[config.mk]
export PLATFORM = sky130hd
export DESIGN_NAME = seg7_scan_flat
export DESIGN_NICKNAME = d
export VERILOG_FILES = /design/src/rtl/seg7_if.sv /design/src/rtl/seg7_scan.sv /design/src/flat_wrapper.sv
export SDC_FILE = /design/constraint.sdc
export NUM_CORES = 1
export LEC_CHECK = 0
export ABC_AREA = 0
export BUFFER_PORTS_ARGS = -buffer_cell sky130_fd_sc_hd__buf_2
export CORE_ASPECT_RATIO = 0.5
export CORE_MARGIN = 1.5
export CORE_UTILIZATION = 50
export CTS_BUF_LIST = sky130_fd_sc_hd__clkbuf_8
export DETAILED_ROUTE_END_ITERATION = 12
export HOLD_SLACK_MARGIN = 0.15
export PLACE_DENSITY = 0.79
export RECOVER_POWER = 50
export SLEW_MARGIN = 15
export SYNTH_ARGS = -nofsm -noshare
export SYNTH_HDL_FRONTEND = slang
export SYNTH_SLANG_ARGS = --single-unit
[constraint.sdc]
create_clock -name clk -period 2.8 [get_ports clk]
set_clock_uncertainty 0.05 [all_clocks]
set_input_delay 0.28 -clock clk [delete_from_list [all_inputs] [get_ports clk]]
set_output_delay 0.28 -clock clk [all_outputs]
set_load 0.02 [all_outputs]
[src/rtl/seg7_if.sv]
// Bundle of display-side signals between the digit source/pins and seg7_scan.
interface seg7_if #(
    parameter int DIGITS = 4
);
    logic                  en;
    logic                  load;
    logic [4*DIGITS-1:0]   digits;
    logic [DIGITS-1:0]     dp_in;
    logic [DIGITS-1:0]     an;
    logic [6:0]            seg;
    logic                  dp;

    modport master (output en, load, digits, dp_in, input an, seg, dp);
    modport slave  (input en, load, digits, dp_in, output an, seg, dp);
endinterface

[src/rtl/seg7_scan.sv]
// Multiplexed common-anode 7-segment driver with double-buffered digits and per-slot dead time.
// Optional leading-zero blanking is enabled by defining SEG7_LZB_EN.
module seg7_scan #(
    parameter int DIGITS    = 4,
    parameter int SCAN_DIV  = 50000,
    parameter int BLANK_CYC = 1000
) (
    input  logic     clk,
    input  logic     rst,
    seg7_if.slave    bus
);
    localparam int CW = (SCAN_DIV > 1) ? $clog2(SCAN_DIV) : 1;
    localparam int IW = (DIGITS > 1) ? $clog2(DIGITS) : 1;

    logic [CW-1:0]          cnt_q;
    logic [IW-1:0]          idx_q;
    logic [4*DIGITS-1:0]    hold_dig_q, shown_dig_q;
    logic [DIGITS-1:0]      hold_dp_q, shown_dp_q;
    logic [DIGITS-1:0]      an_q, an_d;
    logic [6:0]             seg_q, seg_d;
    logic                   dp_q, dp_d;

    logic                   in_blank, wrap, cur_dp, lzb_blank;
    logic [3:0]             cur_dig;
    logic [IW-1:0]          idx_nxt;

    function automatic logic [6:0] decode(input logic [3:0] v);
        case (v)
            4'd0:    decode = 7'h40;
            4'd1:    decode = 7'h79;
            4'd2:    decode = 7'h24;
            4'd3:    decode = 7'h30;
            4'd4:    decode = 7'h19;
            4'd5:    decode = 7'h12;
            4'd6:    decode = 7'h02;
            4'd7:    decode = 7'h78;
            4'd8:    decode = 7'h00;
            4'd9:    decode = 7'h10;
            default: decode = 7'h3F;
        endcase
    endfunction

    assign in_blank = 32'(cnt_q) < 32'(BLANK_CYC);
    assign wrap     = cnt_q == CW'(SCAN_DIV - 1);
    assign idx_nxt  = (idx_q == IW'(DIGITS - 1)) ? '0 : idx_q + 1'b1;

    always_comb begin
        cur_dig = '0;
        cur_dp  = 1'b0;
        an_d    = '1;
        for (int i = 0; i < DIGITS; i++) begin
            if (idx_q == IW'(i)) begin
                cur_dig = shown_dig_q[i*4 +: 4];
                cur_dp  = shown_dp_q[i];
                an_d[i] = in_blank;
            end
        end
    end

`ifdef SEG7_LZB_EN
    // A digit is suppressed when it and all digits to its left are zero; digit 0 always shows.
    always_comb begin
        logic all_zero;
        all_zero  = 1'b1;
        lzb_blank = 1'b0;
        for (int i = DIGITS - 1; i > 0; i--) begin
            all_zero = all_zero && (shown_dig_q[i*4 +: 4] == 4'd0);
            if (idx_q == IW'(i))
                lzb_blank = all_zero;
        end
    end
`else
    assign lzb_blank = 1'b0;
`endif

    assign seg_d = (in_blank || lzb_blank) ? 7'h7F : decode(cur_dig);
    assign dp_d  = in_blank ? 1'b1 : ~cur_dp;

    always_ff @(posedge clk or negedge rst) begin
        if (!rst) begin
            cnt_q       <= '0;
            idx_q       <= '0;
            hold_dig_q  <= '0;
            hold_dp_q   <= '0;
            shown_dig_q <= '0;
            shown_dp_q  <= '0;
            an_q        <= '1;
            seg_q       <= 7'h7F;
            dp_q        <= 1'b1;
        end else begin
            if (bus.load) begin
                hold_dig_q <= bus.digits;
                hold_dp_q  <= bus.dp_in;
            end
            if (!bus.en) begin
                cnt_q       <= '0;
                idx_q       <= '0;
                shown_dig_q <= hold_dig_q;
                shown_dp_q  <= hold_dp_q;
                an_q        <= '1;
                seg_q       <= 7'h7F;
                dp_q        <= 1'b1;
            end else begin
                an_q  <= an_d;
                seg_q <= seg_d;
                dp_q  <= dp_d;
                // Shown buffer only changes at a slot boundary so a slot never mixes frames.
                if (wrap) begin
                    cnt_q       <= '0;
                    idx_q       <= idx_nxt;
                    shown_dig_q <= hold_dig_q;
                    shown_dp_q  <= hold_dp_q;
                end else begin
                    cnt_q <= cnt_q + 1'b1;
                end
            end
        end
    end

    assign bus.an  = an_q;
    assign bus.seg = seg_q;
    assign bus.dp  = dp_q;
endmodule
[src/flat_wrapper.sv]
// flat-port wrapper written by rule: the top's interface ports become plain ports
module seg7_scan_flat 
#(
    parameter int DIGITS    = 4,
    parameter int SCAN_DIV  = 50000,
    parameter int BLANK_CYC = 1000
)
  (clk, rst, bus_en, bus_load, bus_digits, bus_dp_in, bus_an, bus_seg, bus_dp);
  seg7_if #(.DIGITS(DIGITS)) bus_i ();
  input  logic clk;
  input  logic rst;
  input wire logic [$bits(bus_i.en)-1:0] bus_en;
  input wire logic [$bits(bus_i.load)-1:0] bus_load;
  input wire logic [$bits(bus_i.digits)-1:0] bus_digits;
  input wire logic [$bits(bus_i.dp_in)-1:0] bus_dp_in;
  output wire logic [$bits(bus_i.an)-1:0] bus_an;
  output wire logic [$bits(bus_i.seg)-1:0] bus_seg;
  output wire logic [$bits(bus_i.dp)-1:0] bus_dp;
  assign bus_i.en = bus_en;
  assign bus_i.load = bus_load;
  assign bus_i.digits = bus_digits;
  assign bus_i.dp_in = bus_dp_in;
  assign bus_an = bus_i.an;
  assign bus_seg = bus_i.seg;
  assign bus_dp = bus_i.dp;
  seg7_scan #(.DIGITS(DIGITS), .SCAN_DIV(SCAN_DIV), .BLANK_CYC(BLANK_CYC)) u_core (.clk(clk), .rst(rst), .bus(bus_i));
endmodule
==> implementation parameters <==
Parameter                              Value

Global route
  Wire length of the first global-routing pass ... 10,100 um
  Via count of the first global-routing pass ... 2,121
  Global routing usage summed across all routing layers ... 0.200
  Number of antenna violations at the first check in global routing ... 0
  Largest net degree at the start of global routing ... 37
  Overflow left after global routing ... 0

Clock network
  Cells resized by post-CTS repair ... 0
  Later-pin clock latency in the skew report ... 0.35 ns
  Clock Path Buffers ... 2
  Hold Buf Count CTS ... 21
  Number of clock sinks ... 70
  Total clock buffers created by CTS ... 9
  TritonCTS clock tree ... built
  Root buffer cell ... sky130_fd_sc_hd__clkbuf_8
  Reg clk slew, reported paths ... 0.08 ns
  Number of levels the H-tree was split into ... 3
  Post-CTS Setup Repair Bufs ... 0

Floorplanning
  Effective utilization at floorplan ... 0.520
  Top-level I/O count ... 36
  Area of the core ... 0.00611 sq mm
  Site Rows ... 20
  Die area ... 0.00687 sq mm
  Die height ... 59.4 um
  Width of the die ... 116 um

STA
  Clock period minus final worst setup slack ... 2.35 ns
  Final Hold Vio Count ... 0
  Transition time at the pin with the least slew margin ... 1.89 ns
  Final number of max-transition violations ... 35
  Unrepaired setup endpoints after global routing ... no
  Relative max-transition margin ... -0.263
  Setup TNS ... 0 ns
  Final cycle utilization of the critical path ... 0.839
  Maximum achievable frequency ... 426 MHz
  Final setup violation count ... 0

Route
  Number of DRC markers in iteration 0 ... 125
  Vias after detailed routing ... 2,070
  Overall routed net length ... 5880 um
  DRC Markers ... 0
  Average routed wire per standard cell ... 14.8 um
  Routed Antenna Nets ... 0
  First-pass iteration count of the detailed router ... 4
  Via-per-instance ratio ... 5.21

Run status
  Violations in the final reports ... max-capacitance violations, max-slew violations
  Run status ... finished, violations left

Setup path
  Reg-to-reg setup timing slack ... 0.45 ns
  List of cells traversed by the critical path ... inv_1, ha_1, a211oi_1, a211o_1, inv_1, ha_1, a21oi_1, or3_1
  Critical path buffers and inverters ... 2
  Type of destination of the critical path ... flip-flop
  Maximum fanout along the worst path ... 9
  Stages on worst setup path ... 8
  Worst-case reg-to-reg path depth ... 8
  Dominant delay contributor by cell family on the critical path ... compound AO/OA/AOI/OAI gates
  Worst setup path category ... flip-flop to flip-flop
  Launch point of the worst reg-to-reg path ... u_core.idx_q[0]
  CP Data Arrival Time ... 2.57 ns
  R2r endpoint ... u_core.bus.seg[3]
  Slowest library cell on the worst path ... sky130_fd_sc_hd__dfrtp_1
  Worst Path Required ... 3.02 ns
  Slowest stage delay, CP ... 0.40 ns
  Startpoint type of the worst setup path ... flip-flop

Power and ir drop
  Combinational share of power ... 0.103
  Sequential share of power ... 0.482
  Cell Pwr Density ... 616 mW/mm^2
  Net switching share of the total power ... 0.230
  Switching power summed over all nets ... 544 uW
  Leakage power figure ... 0.00168 uW
  Clock power frac ... 0.415
  Int Pwr ... 1820 uW
  Worst VDD drop ... 329 uV

Place
  Quantity of I/O buffers inserted on ports ... 35
  DP HPWL ... 4070 um
  Gp weighted congestion ... 0.900

Synthesis
  Leading post-synthesis cells by instance count ... sky130_fd_sc_hd__dfrtp_1, sky130_fd_sc_hd__mux2_2, sky130_fd_sc_hd__nor2_1
  Share of flip-flops with an asynchronous set or reset ... 1.00
  Post-synthesis cell count ... 245
  Total standard cell area after synthesis ... 0.00318 sq mm
  Proportion of netlist area held by the largest area contributor ... 0.457
  Nets in the synthesized netlist ... 275
  Cell with the most instances after synthesis ... sky130_fd_sc_hd__dfrtp_1
  Share of the yosys chip area belonging to registers ... 0.556
  Leading area contributor after synthesis ... sky130_fd_sc_hd__dfrtp_1
  Post-synth EDFFs ... 0
  Post-synthesis register bit count ... 70
  Average cell area after synthesis ... 13.0 sq um
  Distinct cells, synth ... 47
  Flip-flop cell with the highest count after synthesis ... sky130_fd_sc_hd__dfrtp_1
  Number of warning messages in the yosys log ... 0
  Top post-synthesis cells by area ... sky130_fd_sc_hd__dfrtp_1, sky130_fd_sc_hd__dfstp_2, sky130_fd_sc_hd__mux2_2

Final layout
  Number of antenna cells inserted ... 0
  P&R area growth vs syn ... 20.9%
  Layout cells sized above 1 ... 0.317
  Final core utilization ... 0.629
  Layout Nets ... 334

Hold path
  Critical hold path startpoint ... bus_en
  WHS Endpoint ... u_core.cnt_q[2]
  Count of cells along the worst hold path ... 2
  Type of the worst min-delay path ... input port to flip-flop

Run
  Max-Cap Viols ... 1
==> power groups by stage <==
stage / combinational, uW / clock, uW / sequential, uW
detailed placement: 219 / 0 / 1160
global placement: 205 / 0 / 1150
floorplan: 163 / 0 / 1130
CTS: 242 / 998 / 1140
global route: 268 / 1050 / 1150
finish: 243 / 982 / 1140
==> placed cells by master, fill, tap and decap left out, types with 4 or more instances in the layout <==
cell type,n
sky130_fd_sc_hd__dfrtp_1,58
sky130_fd_sc_hd__mux2_2,25
sky130_fd_sc_hd__nor2_1,22
sky130_fd_sc_hd__buf_2,22
sky130_fd_sc_hd__dlygate4sd3_1,21
sky130_fd_sc_hd__nand2_1,15
sky130_fd_sc_hd__mux2_4,15
sky130_fd_sc_hd__clkbuf_1,13
sky130_fd_sc_hd__dfstp_2,12
sky130_fd_sc_hd__xor2_1,10
sky130_fd_sc_hd__clkbuf_8,9
sky130_fd_sc_hd__o21ai_0,8
sky130_fd_sc_hd__a21oi_1,6
sky130_fd_sc_hd__nand4_1,6
sky130_fd_sc_hd__ha_1,6
sky130_fd_sc_hd__inv_1,5
sky130_fd_sc_hd__nand3_1,5
sky130_fd_sc_hd__nor2b_1,4
sky130_fd_sc_hd__a211o_1,4
sky130_fd_sc_hd__xnor2_1,4
==> per-layer routing <==
layer	wire, um	global-route usage	vias to the layer above
li1	-	-	979
met5	0	0	-
met1	2640	0.247	1032
met4	81	0.0610	0
met2	2910	0.336	47
met3	248	0.0736	12
==> through the flow <==
step | hold WS (ns) | power [uW] | instance area [sq um] | instances | setup slack [ns]
5_1_grt | 0.211 | 2470 | 3840 | 397 | 0.204
3_3_place_gp | 0.339 | 1360 | 3400 | 360 | 0.711
2_1_floorplan | -0.0656 | 1300 | 3180 | 245 | 0.742
6_report | 0.219 | 2360 | 3840 | 397 | 0.452
4_1_cts | 0.208 | 2380 | 3850 | 397 | 0.511
3_5_place_dp | 0.365 | 1380 | 3400 | 360 | 0.530
==> logic make-up after synthesis <==
family	Yosys count	synth area share
mux	41	0.163
buf+inv	14	0.0319
compound gates	30	0.0638
fa+ha+maj	6	0.0236
xor+xnor	14	0.0386
flops	70	0.556
simple gates	70	0.123
==> registers in the layout, indices dropped and copies added (netlist names) <==
name / flops
u_core.bus.an: 4
u_core.bus.dp: 1
u_core.bus.seg: 7
u_core.cnt_q: 16
u_core.hold_dig_q: 16
u_core.hold_dp_q: 4
u_core.idx_q: 2
u_core.shown_dig_q: 16
u_core.shown_dp_q: 4
==> cell type report <==
cell class              count  area (sq um)
clock inverters             7           123
fillers                   461          2270
flip-flops and latches     70          1770
well taps                  88           110
clock buffers               9           124
multi-input cells         161          1310
repair buffers             57           389
inverters                   5          18.8
==> worst max path at each step <==
stage,from,endpoint,slack (ns)
2_1_floorplan,u_core.idx_q[1],u_core.bus.seg[3],0.74
3_3_place_gp,u_core.idx_q[0],u_core.bus.seg[3],0.71
3_5_place_dp,u_core.idx_q[0],u_core.bus.seg[3],0.53
4_1_cts,u_core.idx_q[0],u_core.bus.seg[3],0.51
5_1_grt,rst,u_core.idx_q[1],0.20
6_report,u_core.idx_q[0],u_core.bus.seg[3],0.45
Note: power is estimated with default switching activity, not from simulation.
